### src/rtl/branch_pc_unit.sv
// Program counter with beqz branch resolution, one-cycle flush and stall hold.
// Optional taken-branch statistics counter enabled by macro BRANCH_STATS_EN.
module branch_pc_unit #(
    parameter logic [15:0] RESET_PC = 16'h0000,
    parameter int unsigned PC_STEP  = 1
) (
    input  logic        clk,
    input  logic        rst_n,
    input  logic        in_valid,
    input  logic        is_beqz,
    input  logic [15:0] a0_value,
    input  logic [15:0] branch_target,
    input  logic        stall,
    output logic [15:0] pc,
    output logic        pc_valid,
    output logic        flush,
    output logic        sel
`ifdef BRANCH_STATS_EN
    ,
    output logic [15:0] taken_count
`endif
);

    localparam int unsigned PC_W   = 16;
    localparam logic [PC_W-1:0] PC_INC = PC_W'(PC_STEP);

    typedef enum logic [1:0] {
        IDLE  = 2'd0,
        RUN   = 2'd1,
        FLUSH = 2'd2
    } state_t;

    state_t state;

    logic a0_zero_c;
    logic beqz_eval_c;
    logic taken_c;

    // A beqz is only evaluated in RUN on an unstalled cycle.
    assign a0_zero_c   = (a0_value == 16'h0000);
    assign beqz_eval_c = (state == RUN) && in_valid && is_beqz && !stall;
    assign taken_c     = beqz_eval_c && a0_zero_c;

    always_ff @(posedge clk or negedge rst_n) begin
        if (!rst_n) begin
            state    <= IDLE;
            pc       <= RESET_PC;
            pc_valid <= 1'b0;
            flush    <= 1'b0;
            sel      <= 1'b0;
        end else begin
            case (state)
                IDLE: begin
                    state    <= RUN;
                    pc_valid <= 1'b1;
                    flush    <= 1'b0;
                end
                RUN: begin
                    if (!stall) begin
                        if (taken_c) begin
                            pc       <= branch_target;
                            sel      <= 1'b1;
                            flush    <= 1'b1;
                            pc_valid <= 1'b0;
                            state    <= FLUSH;
                        end else begin
                            pc <= PC_W'(pc + PC_INC);
                            if (beqz_eval_c) begin
                                sel <= 1'b0;
                            end
                        end
                    end
                end
                FLUSH: begin
                    // Squash lasts one cycle even under stall; pc holds at the target.
                    flush    <= 1'b0;
                    pc_valid <= 1'b1;
                    state    <= RUN;
                end
                default: begin
                    state    <= IDLE;
                    pc_valid <= 1'b0;
                    flush    <= 1'b0;
                end
            endcase
        end
    end

`ifdef BRANCH_STATS_EN
    // Saturating count of taken branches.
    always_ff @(posedge clk or negedge rst_n) begin
        if (!rst_n) begin
            taken_count <= 16'h0000;
        end else if (taken_c && (taken_count != 16'hFFFF)) begin
            taken_count <= 16'(taken_count + 16'd1);
        end
    end
`endif

endmodule

### config.mk
export PLATFORM = sky130hd
export DESIGN_NAME = branch_pc_unit
export DESIGN_NICKNAME = d
export VERILOG_FILES = /design/src/rtl/branch_pc_unit.sv
export SDC_FILE = /design/constraint.sdc
export NUM_CORES = 1
export LEC_CHECK = 0
export ABC_AREA = 1
export CAP_MARGIN = 10
export CORE_ASPECT_RATIO = 0.75
export CORE_MARGIN = 2
export CORE_UTILIZATION = 40
export DETAILED_ROUTE_END_ITERATION = 8
export PLACE_DENSITY = 0.74
export SLEW_MARGIN = 20
export SYNTH_ARGS = -nofsm -noshare
export SYNTH_HDL_FRONTEND = slang
export SYNTH_SLANG_ARGS = --single-unit
### constraint.sdc
create_clock -name clk -period 1.8 [get_ports clk]
set_input_delay 0.36 -clock clk [delete_from_list [all_inputs] [get_ports clk]]
set_output_delay 0.36 -clock clk [all_outputs]
set_load 0.005 [all_outputs]
# --- After elaboration in Yosys (flattened, before gate mapping) ---
# Index checks and enable logic that the tools add are counted.
word_totals:
  elab_cells: 35
  ff_bits: 21
  input_bits: 37
op_classes:
  n_reduce_logical: 12
  n_addsub: 1
  n_bitwise: 1
  n_eq_ne: 4
  n_mux: 12
ops:
  columns: ["operator", "count"]
  rows:
  - ["16-bit by 1-bit adder with 16-bit output, second input constant", 1]
  - ["16-bit zero test", 1]
  - ["16-bit two-way mux", 1]
  - ["1-bit two-way mux", 7]
  - ["1-bit logical AND", 4]
  - ["2-bit two-way mux", 2]
  - ["2-bit inequality test, second input constant", 2]
  - ["2-bit case mux with 2 select lines", 1]
  - ["2-bit AND reduction", 2]
  - ["3-bit AND reduction", 1]
  - ["2-bit by 1-bit equality test with 1-bit output, second input constant", 1]
  - ["2-bit equality test, second input constant", 1]
  - ["2-bit zero test", 1]
  - ["1-bit case mux with 2 select lines", 1]
  - ["2-bit nonzero test", 1]
  - ["2-bit OR reduction", 1]
  - ["1-bit zero test", 1]
  - ["1-bit NOT", 1]

# --- Depth between registers and ports, before layout ---
# Gate-level depths: netlist (run 1).
logic_depth:
  depth_word: 8
  ltp_mapped: 10

# --- Least setup slack after synthesis (run 1) ---
# OpenSTA, ideal clock, no wires.
synth_path:
  path_kind: "reg2reg"
  from: "register pc[0]"
  to: "register pc[6]"
  required_time_ns: 1.679
  stages_incl_launch_ff: 8
  arrival_ns: 1.243
  setup_slack_ns: 0.436
  period_less_slack_ns: 1.364
  cell_sequence: "dfrtp_1 ha_1 nand3_1 nor2_1 xor2_1 nand2_1 nand3_1 o21ai_1"
synth_between:
  elab_chain_cells: 2
synth_rtl:
  columns: ["item", "line_no", "source"]
  rows:
  - ["start, declared", "14", "output logic [15:0] pc,"]
  - ["start signal, assigned", "61", "pc <= branch_target;"]
  - ["start signal, assigned", "67", "pc <= PC_W'(pc + PC_INC);"]
  - ["16-bit by 1-bit adder with 16-bit output", "67", null]
  - ["16-bit two-way mux", "60", "if (taken_c) begin"]
# No other way between the ends.
# A chain may end at the register's enable or synchronous reset.

# --- Worst setup path in the final report (run 1) ---
layout_path:
  from: "register pc[10]"
  to: "output port pc[10]"
# No word-level cell between the ends.

==> flow_metrics.py, run 1 <==
metrics = {
    "outcome": {
        "outcome": "complete, no violations",
    },
    "worst_setup_path": {
        "cpLargestDelayFamily": "buffers and inverters",
        "ff2ff_setup_slack_ns": 0.20,
        "r2r-end": "pc[8]",
        "cp_data_required_time_ns": 1.44,
        "crit_path_end_kind": "primary output",
        "crit_chain": "clkdlybuf4s50_1",
        "critPathSlowestCell": "clkdlybuf4s50_1",
        "cpPeakStageDelay_ns": 0.55,
        "reg2reg_depth": 8,
        "cp_max_fo": 7,
        "crit_buf_inv": 1,
        "path_class": "reg2out",
        "cp.arrival_ns": 1.28,
        "r2r_start": "pc[0]",
        "critPathLaunchType": "flop",
    },
    "clock_tree": {
        "clockBufferDepth": 2,
        "clk_pin_slew_worst_paths_ns": 0.08,
        "post_cts_resized": 0,
        "h-tree-depth": 1,
        "cts_tree": "built",
        "hold_buffers": 0,
        "cts_setup_buffers": 0,
        "ctsRootBufferMaster": "clkbuf_8",
        "cts_buffers": 3,
        "cts_sinks": 20,
        "clk_latency_ns": 0.26,
    },
    "logic_synthesis": {
        "ys_ff_latch": 20,
        "yosys.area.top_type_share": 0.338,
        "syn-cell-area_mm2": 0.00148,
        "syn_area_per_cell_um2": 6.42,
        "yosysSeqAreaShare": 0.338,
        "async_reset_ff_frac": 1.00,
        "syn_nets": 269,
        "synth_top_flop_cell": "dfrtp_1",
        "synth_cell_types": 20,
        "synth_cells": 231,
        "synth_warnings": 0,
        "synth_edf_count": 0,
        "synth.most_common_cell": "nand2_1",
        "synth.largest_area_cell": "dfrtp_1",
        "synth_area_leaders": "dfrtp_1 (34%), nand2_1 (20%), nor2_1 (11%), nand3_1 (7.8%), inv_1 (6.8%)",
        "synth_common_cells": "nand2_1 (80), nor2_1 (43), inv_1 (27)",
    },
    "floorplan": {
        "dieWidth_um": 74.3,
        "ios": 56,
        "dieArea_mm2": 0.00421,
        "start_util": 0.410,
        "die_h_um": 56.7,
        "coreArea_mm2": 0.00361,
        "rows": 19,
    },
    "sta": {
        "slew_viol_final": 0,
        "fin_crit_sh": 0.913,
        "hold_viol": 0,
        "max_slew_margin": 0.795,
        "skew_ns": 0.000625,
        "worst_pin_slew_ns": 0.307,
        "rsz0062_at_grt": "false",
        "period_minus_slack_ns": 1.64,
        "max_freq_mhz": 609,
        "setup_tns_ns": 0,
        "timing.final.ws_setup_ns": 0.157,
        "setup_viol": 0,
    },
    "pwr": {
        "pwr_density_cell_mw_per_mm2": 617,
        "ir_drop_mv": 0.439,
        "p_total_mw": 1.36,
        "p_leak_nw": 1.06,
    },
    "global_routing": {
        "grt_use_total": 0.208,
        "grt_max_degree": 21,
        "grt_overflow": 0,
        "antenna_found_initial": 0,
        "grt_pass1_wl_um": 6930,
        "grt_pass1_vias": 1588,
    },
    "placed_design": {
        "place_inst": 342,
        "gp_congestion": 0.866,
        "place_ws_ns": 0.00274,
        "place.port_buffers": 55,
        "placed_cell_area_mm2": 0.00215,
        "dp_hpwl_um": 3050,
    },
    "min_path": {
        "holdCritPathClass": "in2async",
    },
    "detailed_routing": {
        "vias": 1615,
        "drt_iter0_drc": 89,
        "drc": 0,
        "avgRoutedWirePerCell_um": 11.4,
        "firstDrtPassIters": 4,
        "finalWirelength_um": 3960,
        "drt.antenna.violating_nets": 0,
        "via_per_inst": 4.67,
    },
    "finish": {
        "nets": 333,
        "n_antenna_cell": 0,
        "multi_input_area_um2": 852,
        "final_cell_count_no_fill": 346,
        "regArea_um2": 500,
        "area_growth_pct": 48.4,
        "fillCellCount": 377,
        "drive_gt1_frac": 0.0646,
        "final_area_mm2": 0.00220,
    },
    "run": {
        "cap_viol_max_count": 0,
    },
}
## placed cells by master (no fill, tap or decap), types with 2 or more instances in the layout
master and n:
buf_4 7, clkbuf_8 4, clkdlybuf4s50_1 55, dfrtp_1 20
inv_1 27, nand2_1 80, nand3_1 23, nand3_4 3
nand3b_1 2, nand4_1 7, nor2_1 43, nor2_4 2
o21ai_0 8, o21ai_1 2, xor2_1 5
## final cells by class
type	instances	area share
Timing Repair Buffer	63	0.283
Multi-Input combinational cell	179	0.387
Inverter	28	0.0478
Tap cell	52	0.0296
Sequential cell	20	0.227
Clock buffer	4	0.0250
## state kept, by name, indices dropped and copies added (netlist names)
| name | cells |
|---|---|
| flush | 1 |
| pc | 16 |
| sel | 1 |
| state | 2 |
## per-stage QoR
| step | utilization | hold slack (ns) |
|---|---|---|
| CTS | 0.609 | 0.462 |
| floorplan | - | 0.0644 |
| global placement | 0.594 | 0.502 |
| detailed placement | 0.594 | 0.477 |
| finish | 0.609 | 0.451 |
| global route | 0.609 | 0.479 |
## worst reg2reg max path: stages, from the launching register on
cell and delay [ns]:
dfrtp_1 0.41, ha_1 0.20, nand3_1 0.20, nor2_1 0.33, nand2_1 0.09, nand2_1 0.08
nand2_1 0.04, nand3_1 0.07, o21ai_1 0.06
## worst max-delay path by stage
stage | slack (ns) | end | start | depth (start not counted)
after floorplan | 0.44 | pc[6] | pc[0] | 7
after global placement | 0.006 | pc[9] | a0_value[12] | 9
after detailed placement | 0.003 | pc[9] | a0_value[1] | 9
after CTS | 0.15 | pc[10] | pc[10] | 1
after global routing | 0.04 | pc[10] | pc[0] | 8
final | 0.16 | pc[10] | pc[10] | 1
## power by group
group | total, mW | internal (mW) | switching, mW
logic | 0.425 | 0.256 | 0.169
clock network | 0.351 | 0.195 | 0.156
registers | 0.582 | 0.505 | 0.0773
total | 1.36 | 0.956 | 0.402
## logic make-up after synthesis
family / synth area share
and+or+nand+nor: 0.497
DFF: 0.338
AOI/OAI and AO/OA: 0.0338
adders and majority gates: 0.00844
xor gates and xnor gates: 0.0354
buffers and inverters: 0.0878
## metal layers
metal	vias up	global-route usage	wire [um]
met5	-	0	0
li1	851	-	-
met3	6	0.0503	214
met1	713	0.294	2020
met2	45	0.332	1690
met4	0	0.0255	36
Note: power is estimated with default switching activity, not from simulation.
==> run 2, diff against run 1 <==
--- a/config.mk
+++ b/config.mk
@@ -8,7 +8,7 @@
 export ABC_AREA = 1
 export CAP_MARGIN = 10
 export CORE_ASPECT_RATIO = 0.75
-export CORE_MARGIN = 2
+export CORE_MARGIN = 1
 export CORE_UTILIZATION = 40
 export DETAILED_ROUTE_END_ITERATION = 8
 export PLACE_DENSITY = 0.74
==> run 2 against run 1 <==
Effect of this change:
- clock skew increased by 0.0026 ns
- cell count decreased by 0.87%
- critical path depth unchanged
- non-clock buffer count unchanged
- via count decreased by 1.9%
- count of clock-buffer cells in the layout decreased by 1
- maximum frequency increased by 1.4%
- die area decreased by 6.1%
- first-iteration DRC count decreased by 25%
- hold slack improved by 0.0011 ns
- final area decreased by 0.74%
- largest cell class unchanged
- highest routed layer is now met3
==> flow_metrics.py, run 2 (synthesized netlist as in run 1, its figures left out) <==
metrics = {
    "finish": {
        "final_area_mm2": 0.00218,
        "top_register": "pc",
        "nets": 333,
        "fillCellCount": 329,
        "reg.largest.list": "pc x16, state x2",
        "regArea_um2": 500,
        "area_growth_pct": 47.3,
        "drive_gt1_frac": 0.0614,
        "n_antenna_cell": 0,
        "layout_common_cells": "nand2_1 (80), clkdlybuf4s50_1 (55), nor2_1 (43)",
        "largest_reg_flops": 16,
        "multi_input_area_um2": 852,
        "final_common_cell": "nand2_1",
    },
    "worst_setup_path": {
        "cp.arrival_ns": 1.26,
        "ff2ff_setup_slack_ns": 0.19,
        "r2r-end": "pc[10]",
        "cp_max_fo": 7,
        "critPathLaunchType": "flop",
        "path_class": "reg2out",
        "cp_data_required_time_ns": 1.44,
        "crit_buf_inv": 1,
        "reg2reg_depth": 8,
        "cpPeakStageDelay_ns": 0.54,
        "cpLargestDelayFamily": "buffers and inverters",
        "r2r_start": "pc[0]",
        "worst-path-stages": 1,
        "critPathSlowestCell": "clkdlybuf4s50_1",
        "crit_path_end_kind": "primary output",
        "crit_chain": "clkdlybuf4s50_1",
    },
    "pwr": {
        "seqPwrFrac": 0.446,
        "p_sw_mw": 0.389,
        "p_leak_nw": 1.05,
        "pwr_density_cell_mw_per_mm2": 596,
        "sw_frac_of_total": 0.299,
        "power_frac_comb": 0.326,
        "intPower_mw": 0.912,
        "ir_drop_mv": 0.405,
        "p_clk_frac": 0.228,
    },
    "global_routing": {
        "grt_use_total": 0.221,
        "antenna_found_initial": 0,
        "grt_pass1_wl_um": 6620,
        "grt_max_degree": 21,
        "grt_pass1_vias": 1449,
        "grt_overflow": 0,
    },
    "detailed_routing": {
        "drc": 0,
        "vias": 1584,
        "drt_iter0_drc": 67,
        "finalWirelength_um": 3820,
        "drt.antenna.violating_nets": 0,
        "via_per_inst": 4.62,
        "firstDrtPassIters": 4,
        "avgRoutedWirePerCell_um": 11.1,
    },
    "floorplan": {
        "start_util": 0.433,
        "die_h_um": 54.7,
        "dieWidth_um": 72.3,
        "rows": 18,
        "coreArea_mm2": 0.00342,
        "ios": 56,
        "dieArea_mm2": 0.00396,
    },
    "clock_tree": {
        "ctsRootBufferMaster": "clkbuf_8",
        "clockBufferDepth": 2,
        "cts_setup_buffers": 0,
        "cts_tree": "built",
        "cts_sinks": 20,
        "hold_buffers": 0,
        "h-tree-depth": 1,
        "clk_latency_ns": 0.26,
        "cts_buffers": 3,
        "post_cts_resized": 0,
        "clk_pin_slew_worst_paths_ns": 0.07,
    },
    "sta": {
        "fin_crit_sh": 0.900,
        "worst_pin_slew_ns": 0.297,
        "timing.final.ws_setup_ns": 0.180,
        "slew_viol_final": 0,
        "skew_ns": 0.00322,
        "max_freq_mhz": 617,
        "hold_viol": 0,
        "rsz0062_at_grt": "false",
        "period_minus_slack_ns": 1.62,
        "max_slew_margin": 0.801,
        "setup_viol": 0,
    },
    "placed_design": {
        "gp_congestion": 0.828,
        "place_ws_ns": -0.0134,
        "dp_hpwl_um": 3000,
        "placed_cell_area_mm2": 0.00214,
        "place.port_buffers": 55,
    },
    "min_path": {
        "holdCritPathClass": "in2async",
    },
    "outcome": {
        "outcome": "complete, no violations",
    },
    "run": {
        "cap_viol_max_count": 0,
    },
}
==> run 2: cell count changes in the layout (fill, tap and decap cells not counted) <==
cell	delta
clkbuf_8	-1
==> run 2: power groups by stage <==
stage          Sequential [mW]  Combinational (mW)  Clock (mW)
4_1_cts                  0.580               0.427       0.303
3_5_place_dp             0.589               0.424           0
6_report                 0.581               0.424       0.297
5_1_grt                  0.592               0.476       0.318
3_3_place_gp             0.589               0.419           0
2_1_floorplan            0.581               0.180           0
==> run 2: layer usage <==
metal | GRT usage | wire, um | share of wire
met1 | 0.309 | 1930 | 0.50
met2 | 0.372 | 1680 | 0.44
met3 | 0.0405 | 212 | 0.055
met4 | 0.0196 | 0 | 0
met5 | 0 | 0 | 0
==> run 2: worst max-delay path by stage <==
| stage | from | end | slack, ns |
|---|---|---|---|
| global placement | a0_value[12] | pc[7] | 0.009 |
| global route | pc[0] | pc[10] | 0.06 |
| detailed placement | a0_value[15] | pc[12] | -0.01 |
| finish | pc[10] | pc[10] | 0.18 |
| floorplan | pc[0] | pc[6] | 0.44 |
| CTS | pc[10] | pc[10] | 0.17 |
==> run 2: metrics by stage <==
| step | utilization | instances | hold WS (ns) | power [mW] | TNS [ns] |
|---|---|---|---|---|---|
| finish | 0.638 | 343 | 0.452 | 1.30 | 0 |
| global route | 0.638 | 343 | 0.487 | 1.39 | 0 |
| CTS | 0.638 | 343 | 0.460 | 1.31 | 0 |
| detailed placement | 0.626 | 340 | 0.476 | 1.01 | -0.0134 |
| global placement | 0.626 | 340 | 0.499 | 1.01 | 0 |
| floorplan | - | 231 | 0.0644 | 0.761 | 0 |
==> run 2: layout make-up <==
type | count | share of cell area
tap | 50 | 0.0286
sequential | 20 | 0.229
inverter | 28 | 0.0481
multi-input combinational | 179 | 0.390
clock buffer | 3 | 0.0189
timing repair buffer | 63 | 0.285
==> run 3, diff against run 2 <==
--- a/config.mk
+++ b/config.mk
@@ -9,9 +9,9 @@
 export CAP_MARGIN = 10
 export CORE_ASPECT_RATIO = 0.75
 export CORE_MARGIN = 1
-export CORE_UTILIZATION = 40
+export CORE_UTILIZATION = 44
 export DETAILED_ROUTE_END_ITERATION = 8
-export PLACE_DENSITY = 0.74
+export PLACE_DENSITY = 0.8
 export SLEW_MARGIN = 20
 export SYNTH_ARGS = -nofsm -noshare
 export SYNTH_HDL_FRONTEND = slang
==> run 3 against run 2 <==
Effect of this change:
- final area hardly changed
- cell count is 3.2% lower
- register-to-register slack better by 0.02 ns
- combinational power is 0.9% lower
- global-route usage is 0.81 points higher
- routed wire length is 3.3% lower
- critical path depth stayed put
- count of clock-buffer cells in the layout is 1 higher
- sequential power hardly changed
==> flow_metrics.py, run 3 (synthesized netlist as in run 1, its figures left out) <==
metrics = {
    "floorplan": {
        "dieWidth_um": 69.0,
        "die_h_um": 52.3,
        "ios": 56,
        "start_util": 0.484,
        "rows": 17,
        "dieArea_mm2": 0.00361,
        "coreArea_mm2": 0.00306,
    },
    "worst_setup_path": {
        "ff2ff_setup_slack_ns": 0.21,
        "r2r_start": "pc[0]",
        "cp.arrival_ns": 1.28,
        "critPathLaunchType": "flop",
        "cpLargestDelayFamily": "buffers and inverters",
        "crit_chain": "clkdlybuf4s50_1",
        "cpPeakStageDelay_ns": 0.54,
        "crit_path_end_kind": "primary output",
        "cp_data_required_time_ns": 1.44,
        "worstSetupStartpoint": "pc[10]",
        "crit_buf_inv": 1,
        "reg2reg_depth": 8,
        "r2r-end": "pc[10]",
        "critPathSlowestCell": "clkdlybuf4s50_1",
        "path_class": "reg2out",
        "cp_max_fo": 7,
    },
    "detailed_routing": {
        "drt.antenna.violating_nets": 0,
        "drt_iter0_drc": 109,
        "avgRoutedWirePerCell_um": 11.1,
        "vias": 1616,
        "via_per_inst": 4.87,
        "drc": 0,
        "finalWirelength_um": 3700,
        "firstDrtPassIters": 4,
    },
    "sta": {
        "rsz0062_at_grt": "false",
        "setup_tns_ns": 0,
        "period_minus_slack_ns": 1.64,
        "slew_viol_final": 0,
        "timing.final.ws_setup_ns": 0.163,
        "hold_viol": 0,
        "worst_pin_slew_ns": 0.299,
        "fin_crit_sh": 0.910,
        "setup_viol": 0,
        "skew_ns": 0.00419,
        "max_slew_margin": 0.800,
        "max_freq_mhz": 611,
    },
    "finish": {
        "layout_common_cells": "nand2_1 (80), clkdlybuf4s50_1 (55), nor2_1 (43)",
        "largest_reg_flops": 16,
        "final_common_cell": "nand2_1",
        "reg.largest.list": "pc x16, state x2",
        "nets": 333,
        "area_growth_pct": 47.3,
        "drive_gt1_frac": 0.0646,
        "top_register": "pc",
        "fillCellCount": 283,
        "n_antenna_cell": 0,
    },
    "placed_design": {
        "dp_hpwl_um": 2860,
        "gp_congestion": 0.846,
        "place.port_buffers": 55,
        "place_ws_ns": -0.0299,
    },
    "global_routing": {
        "grt_max_degree": 21,
        "grt_pass1_wl_um": 6490,
        "grt_pass1_vias": 1470,
        "grt_use_total": 0.229,
        "grt_overflow": 0,
        "antenna_found_initial": 0,
    },
    "clock_tree": {
        "clk_latency_ns": 0.26,
        "cts_sinks": 20,
        "hold_buffers": 0,
        "ctsRootBufferMaster": "clkbuf_8",
        "cts_tree": "built",
        "clk_pin_slew_worst_paths_ns": 0.07,
        "cts_buffers": 3,
        "h-tree-depth": 1,
        "cts_setup_buffers": 0,
        "post_cts_resized": 0,
        "clockBufferDepth": 2,
    },
    "run": {
        "cap_viol_max_count": 0,
    },
    "pwr": {
        "ir_drop_mv": 0.440,
        "pwr_density_cell_mw_per_mm2": 616,
        "p_leak_nw": 1.06,
    },
    "outcome": {
        "outcome": "complete, no violations",
    },
    "min_path": {
        "holdCritPathClass": "in2async",
    },
}
## run 3: per-layer routing
layer / vias to the layer above / part of all wire / global-route usage
met1: 714 / 0.50 / 0.309
met4: 0 / 0.0057 / 0.0442
met5: - / 0 / 0
met2: 45 / 0.44 / 0.387
met3: 5 / 0.057 / 0.0462
li1: 852 / - / -
## run 3: cell type report
type	instances	area (um^2)	area share
multi-input combinational	179	852	0.390
timing repair buffer	63	623	0.285
tap	38	47.5	0.0218
sequential	20	500	0.229
clock buffer	4	55.1	0.0252
inverter	28	105	0.0481
## run 3: where the power goes
group | leakage [nW] | internal [mW] | switching (mW)
clock | 0.0288 | 0.195 | 0.148
combinational | 0.769 | 0.255 | 0.165
sequential | 0.260 | 0.505 | 0.0766
## run 3: per-stage QoR
stage | util | cell area, um^2 | hold WS [ns] | cells | power, mW
4_1_cts | 0.713 | 2180 | 0.448 | 332 | 1.36
6_report | 0.713 | 2180 | 0.438 | 332 | 1.35
5_1_grt | 0.713 | 2180 | 0.478 | 332 | 1.44
3_5_place_dp | 0.695 | 2130 | 0.494 | 328 | 1.01
3_3_place_gp | 0.695 | 2130 | 0.492 | 328 | 1.01
2_1_floorplan | - | 1480 | 0.0644 | 231 | 0.761
## run 3: how the worst max path moves through the flow
stage,endpoint,cells past startpoint
after floorplan,pc[6],7
after global placement,pc[5],8
after detailed placement,pc[5],8
after CTS,pc[10],1
after global routing,pc[10],8
final,pc[10],1
## run 3: worst reg2reg max path, cell delays in order (launching register included)
cell	delay, ns
dfrtp_1	0.42
ha_1	0.20
nand3_1	0.20
nor2_1	0.32
nand3_1	0.11
nand2_1	0.08
nand2_1	0.05
nand2_1	0.06
nand2_1	0.04
